### src/rtl/serializador_pkg.sv
// Shared types and constants for the serializer transmitter.
package serializador_pkg;

  localparam int unsigned DEFAULT_WIDTH = 4;

  typedef enum logic [1:0] {
    IDLE,
    SHIFT,
    PARITY,
    DONE
  } state_t;

endpackage

### src/rtl/contador_bits.sv
// Bit counter for the serializer: synchronous clear has priority over count enable.
module contador_bits #(
  parameter int unsigned CNT_W = 3
) (
  input  logic             clk,
  input  logic             i_clr,
  input  logic             i_en,
  output logic [CNT_W-1:0] o_count
);

  logic [CNT_W-1:0] r_count;

  always_ff @(posedge clk) begin
    if (i_clr) begin
      r_count <= '0;
    end else if (i_en) begin
      r_count <= r_count + CNT_W'(1);
    end
  end

  assign o_count = r_count;

endmodule

### src/rtl/serializador_tx.sv
// MSB-first parallel-to-serial transmitter with optional even-parity bit.
// All outputs are decoded from registered state only.
module serializador_tx
  import serializador_pkg::*;
#(
  parameter int unsigned WIDTH  = DEFAULT_WIDTH,
  parameter bit          PAR_EN = 1'b0
) (
  input  logic             clk,
  input  logic             reset,
  input  logic [WIDTH-1:0] Din,
  input  logic             load,
  output logic             ready,
  output logic             Dout_serie,
  output logic             SEL,
  output logic             done
);

  localparam int unsigned CNT_W = $clog2(WIDTH) + 1;

  state_t           r_state;
  state_t           w_state_d;
  logic [WIDTH-1:0] r_shreg;
  logic             r_par;
  logic [CNT_W-1:0] w_count;
  logic             w_accept;
  logic             w_last;

  assign w_accept = (r_state == IDLE) && load;
  assign w_last   = (w_count == CNT_W'(WIDTH - 1));

  contador_bits #(
    .CNT_W (CNT_W)
  ) u_contador_bits (
    .clk     (clk),
    .i_clr   (reset | w_accept),
    .i_en    (r_state == SHIFT),
    .o_count (w_count)
  );

  always_ff @(posedge clk) begin
    if (reset) begin
      r_state <= IDLE;
      r_shreg <= '0;
      r_par   <= 1'b0;
    end else begin
      r_state <= w_state_d;
      if (w_accept) begin
        r_shreg <= Din;
        // Parity is taken at capture because the shift register empties as it shifts.
        r_par   <= ^Din;
      end else if (r_state == SHIFT) begin
        r_shreg <= {r_shreg[WIDTH-2:0], 1'b0};
      end
    end
  end

  always_comb begin
    w_state_d  = r_state;
    ready      = 1'b0;
    SEL        = 1'b0;
    Dout_serie = 1'b0;
    done       = 1'b0;
    unique case (r_state)
      IDLE: begin
        ready = 1'b1;
        if (load) w_state_d = SHIFT;
      end
      SHIFT: begin
        SEL        = 1'b1;
        Dout_serie = r_shreg[WIDTH-1];
        if (w_last) w_state_d = PAR_EN ? PARITY : DONE;
      end
      PARITY: begin
        SEL        = 1'b1;
        Dout_serie = r_par;
        w_state_d  = DONE;
      end
      DONE: begin
        done      = 1'b1;
        w_state_d = IDLE;
      end
      default: w_state_d = IDLE;
    endcase
  end

endmodule

### config.mk
export PLATFORM = sky130hd
export DESIGN_NAME = serializador_tx
export DESIGN_NICKNAME = d
export VERILOG_FILES = /design/src/rtl/serializador_pkg.sv /design/src/rtl/contador_bits.sv /design/src/rtl/serializador_tx.sv
export SDC_FILE = /design/constraint.sdc
export NUM_CORES = 1
export LEC_CHECK = 0
export BUFFER_PORTS_ARGS = -buffer_cell sky130_fd_sc_hd__buf_4
export CORE_AREA = 2 2 39 41
export DETAILED_ROUTE_END_ITERATION = 16
export DIE_AREA = 0 0 41 43
export GPL_ROUTABILITY_DRIVEN = 0
export PLACE_DENSITY_LB_ADDON = 0.2
export SYNTH_ARGS = -nofsm -noshare
export SYNTH_HDL_FRONTEND = slang
export SYNTH_SLANG_ARGS = --single-unit
### constraint.sdc
create_clock -name clk -period 3.7 [get_ports clk]
set_input_delay 0.74 -clock clk [delete_from_list [all_inputs] [get_ports clk]]
set_output_delay 0.74 -clock clk [all_outputs]
set_load 0.02 [all_outputs]
### After elaboration in Yosys (flattened, before gate mapping)

Cells that the tools add are included.

* input bits: 7
* output and inout bits: 4
* register bits after elaboration: 10

* reduce and logical (&&, ||, !) cells: 6
* bitwise logic cells: 1
* eq/ne operators: 6
* muxes and demuxes: 9
* add/subtract/negate cells: 1

Operators with widths (number)
* 4-bit two-way mux: 2
* 2-bit one-hot mux with 4 select lines: 1
* 2-bit equality test, second input constant: 2
* 2-bit two-way mux: 2
* 2-bit != test, second input constant: 2
* 4-bit parity: 1
* 3-bit by 1-bit adder with 3-bit output, second input constant: 1
* 3-bit by 2-bit equality test with 1-bit output, second input constant: 1
* 1-bit two-way mux: 3
* 2-bit by 1-bit equality test with 1-bit output, second input constant: 1
* 2-bit zero test: 1
* 1-bit one-hot mux with 2 select lines: 1
* 2-bit AND reduction: 1
* 2-bit nonzero test: 1
* 2-bit OR reduction: 1
* 1-bit logical AND: 1
* 1-bit bitwise OR: 1

### Depth between registers and ports, before layout

* depth in word-level cells: 3
* gate-level depth with buffers: 6

### Hierarchy

Synthesis repeated with hierarchy kept, for this count alone.

* cells, all modules: 57
* area total of the unflattened synthesis: 545.5 um2

Modules (own cells, without submodules)
* serializador_tx: sequential area each 140.1 um2, area an instance 424.2 um2, cells each 46, instances 1
* contador_bits: sequential area each 60.1 um2, area an instance 121.4 um2, cells each 11, instances 1

### Worst setup path after synthesis

OpenSTA, ideal clock, no wires.

* kind: reg-to-output
* from: register r_state[0]
* to: output Dout_serie
* path slack: 1.745 ns
* buffers on the path: 0
* cell stages (with the launch flop): 4
* required time: 2.960 ns
* arrival time: 1.215 ns
* cell sequence: dfxtp_1 > inv_1 > ha_1 > nor2b_1

* word-level cells in the longest chain between the ends: 2

RTL lines
* start, declared: RTL line serializador_tx.sv:21 `state_t r_state;`
* start signal, assigned: RTL line serializador_tx.sv:47 `r_state <= w_state_d;`
* 2-bit equality test or 2-bit by 1-bit equality test with 1-bit output (tied branches): RTL line serializador_tx.sv:64 `unique case (r_state)`
* 1-bit one-hot mux with 2 select lines *: RTL line serializador_tx.sv:64
* end, declared: RTL line serializador_tx.sv:14 `output logic Dout_serie,`

Every way passes the cells marked *; elsewhere a longest branch is shown, timed or not.

### Worst setup path in the final report

* from: register r_state[1]
* to: output Dout_serie

Same word-level chain as after synthesis.

==> out/qor.tcl <==
set qor(global_route.usage.met2_pct) 15.00
set qor(cp-start-kind) {register}
set qor(cts_tree) {yes}
set qor(synthFlopType) {sky130_fd_sc_hd__dfxtp_1}
set qor(first_global_vias) 351
set qor(postRouteAntennaNets) 0
set qor(core_region_area_um2) 1384
set qor(number_of_synthesized_register_bits) 10
set qor(cts_buffers) 3
set qor(synthCells) 57
set qor(worstReg2RegStart) {r_state[1]}
set qor(critPathMaxFanout) 10
set qor(std_cell_rows) 14
set qor(synth_cell_type_count) 25
set qor(number_of_i_o_pins) 11
set qor(final_hold_viol_count) 0
set qor(fin_total_pwr_mw) 0.3885
set qor(synthesis.area_per_instance_um2) 9.746
set qor(clkSinkCount) 10
set qor(synth_nets) 71
set qor(fmax_ghz) 0.4228
set qor(start_util_pct) 40.14
set qor(fin_setup_tns_ns) 0
set qor(grt_max_degree) 11
set qor(detailed_place.area_um2) 634.4
set qor(seq_area_frac_synth_pct) 36.04
set qor(depth_of_the_worst_register_to_register_path) 5
set qor(post-place-cells) 80
set qor(non_filler_cells_final) 84
set qor(fin_area_um2) 670.6
set qor(timing.clock.skew_ns) 0.007922
set qor(routed_wirelength_um) 899
set qor(r2r_setup_slack_ns) 2.26
set qor(floorplan.die.width_um) 41
set qor(cp.arrival_ns) 1.63
set qor(post-synth-top-area-fraction_pct) 36.04
set qor(crit-reg2reg-capture) {r_state[1]}
set qor(global_route_usage_over_all_layers_pct) 12.00
set qor(layout_min_cycle_time_ns) 2.365
set qor(grt_pass1_wl_um) 1366
set qor(endpoint) {Dout_serie}
set qor(grt_antenna_before_repair) 0
set qor(busiest_layer) {met1}
set qor(post_synth_instance_area_um2) 555.5
set qor(report.final.slew_viol_count) 0
set qor(worstHoldPathCells) 2
set qor(globalRouteOverflowTotal) 0
set qor(final_ws_setup_ns) 1.335
set qor(layout.cells.most_common_list) {10 x sky130_fd_sc_hd__buf_4, 10 x sky130_fd_sc_hd__dfxtp_1, 7 x sky130_fd_sc_hd__ha_1}
set qor(cts.path.max_buffers) 2
set qor(global_routing_usage_on_met1_pct) 15.31
set qor(rsz0062_at_grt) {false}
set qor(number_of_antenna_repair_diodes) 0
set qor(clock_root_buffer_master) {sky130_fd_sc_hd__clkbuf_4}
set qor(drv_cap) 0
set qor(drt_iter0_drc) 6
set qor(power_density_relative_to_cell_area_nw_per_um2) 579.3
set qor(hold_slack_ns) 0.4965
set qor(worstSetupStartpoint) {r_state[1]}
set qor(die_h_um) 43
set qor(clk_transition_reported_paths_ns) 0.07
set qor(synth-async-reset-ratio_pct) 0
set qor(placed_wire_length_estimate_after_detailed_placement_um) 680.2
set qor(placement.setup.worst_slack_ns) 1.638
set qor(routedWlPerCell_um) 10.70
set qor(worstHoldPathType) {register to register}
set qor(clk_latency_ns) 0.28
set qor(drt_pre_antenna_iters) 2
set qor(maximum_level_of_the_cts_h_tree) 1
set qor(floorplan.die_area_um2) 1763
set qor(drc_errors) 0
set qor(finish.net_count) 83
set qor(crit_type) {register to output port}
set qor(worst_ir_drop_vdd_uv) 249.1
set qor(timing.max_slew.rel_slack_pct) 66.97
set qor(layout_worst_path_cycle_share_pct) 63.92
set qor(post_cts_resized) 0
set qor(static-leakage-power_nw) 0.2853
set qor(yosys-top-cells-area) {sky130_fd_sc_hd__dfxtp_1 36%, sky130_fd_sc_hd__ha_1 16%, sky130_fd_sc_hd__mux2i_1 7.2%}
set qor(outcome) {finished, final reports clean}
set qor(area_growth_pct) 20.72
set qor(yosys.area.top_type) {sky130_fd_sc_hd__dfxtp_1}
set qor(share_of_the_core_filled_with_cells_pct) 48.46
set qor(worst_slew_pin_slew_ns) 0.4954
set qor(post_route_cells_drive_above_1_share_pct) 25.00
set qor(synth-edff-count) 0
set qor(yosys_warnings) 0
set qor(crit_end_category) {output port}
set qor(post_cts.repair.setup_buffers) 0
set qor(cp.required_ns) 2.96
set qor(timing.final.setup_violations) 0
set qor(vias_per_cell) 5.060
set qor(groute.layer.met3.usage_pct) 3.141
set qor(detailroute.via_count) 425
set qor(hold_buffers) 0
set qor(numPortBuffers) 10
## power breakdown
group,internal (mW),switching (mW)
clock,0.0599,0.0418
combinational,0.0648,0.0795
sequential,0.128,0.0142
total,0.253,0.136
## metal layers
metal	vias to the layer above	share of wire, %
met4	0	4.2
met1	191	51
met2	11	39
met3	5	5.6
met5	-	0
li1	218	-
## flip-flops by register name, indices dropped and copies added, names as in the netlist
name                     flops
r_par                        1
r_shreg                      4
r_state                      2
u_contador_bits.o_count      3
## layout make-up
type | instances | area [um^2]
Clock buffer | 4 | 36.28
Timing Repair Buffer | 10 | 75.07
Inverter | 3 | 11.26
Multi-Input combinational cell | 41 | 327.8
Fill cell | 135 | 713.2
Tap cell | 16 | 20.02
Sequential cell | 10 | 200.2
## critical path, cell delays in order, from the launching register on
cell and delay (ns):
sky130_fd_sc_hd__dfxtp_1 0.34, sky130_fd_sc_hd__inv_1 0.11, sky130_fd_sc_hd__ha_1 0.48, sky130_fd_sc_hd__a22oi_1 0.17
sky130_fd_sc_hd__nor2b_1 0.13, sky130_fd_sc_hd__buf_4 0.14
## how the worst min path moves through the flow
stage,endpoint,from
floorplan,r_shreg[0],r_shreg[0]
global placement,r_shreg[0],r_shreg[0]
detailed placement,r_shreg[0],r_shreg[0]
CTS,r_shreg[0],r_shreg[0]
global route,r_shreg[0],r_shreg[0]
finish,r_shreg[0],r_shreg[0]
## Yosys cell counts, types with 2 or more instances
| cell type | number |
|---|---|
| sky130_fd_sc_hd__ha_1 | 7 |
| sky130_fd_sc_hd__nand2_1 | 2 |
| sky130_fd_sc_hd__nor2_1 | 5 |
| sky130_fd_sc_hd__inv_1 | 3 |
| sky130_fd_sc_hd__mux2i_1 | 4 |
| sky130_fd_sc_hd__dfxtp_1 | 10 |
| sky130_fd_sc_hd__nor3_1 | 2 |
| sky130_fd_sc_hd__xnor2_1 | 2 |
| sky130_fd_sc_hd__xor2_1 | 2 |
| sky130_fd_sc_hd__a21oi_1 | 3 |
| sky130_fd_sc_hd__a211oi_1 | 3 |
## cell families (layout without fill, tap and decap cells)
family | count (synthesis) | count (layout) | share of synthesized area (%)
AO/OA/AOI/OAI | 11 | 11 | 15.99
XOR/XNOR | 4 | 4 | 6.307
adder cells (fa/ha/maj) | 7 | 7 | 15.77
buffers and inverters | 6 | 17 | 4.954
flip-flops | 10 | 10 | 36.04
multiplexers | 4 | 4 | 7.207
AND/OR/NAND/NOR | 15 | 15 | 13.74
Power figures use the tool's default switching activity.
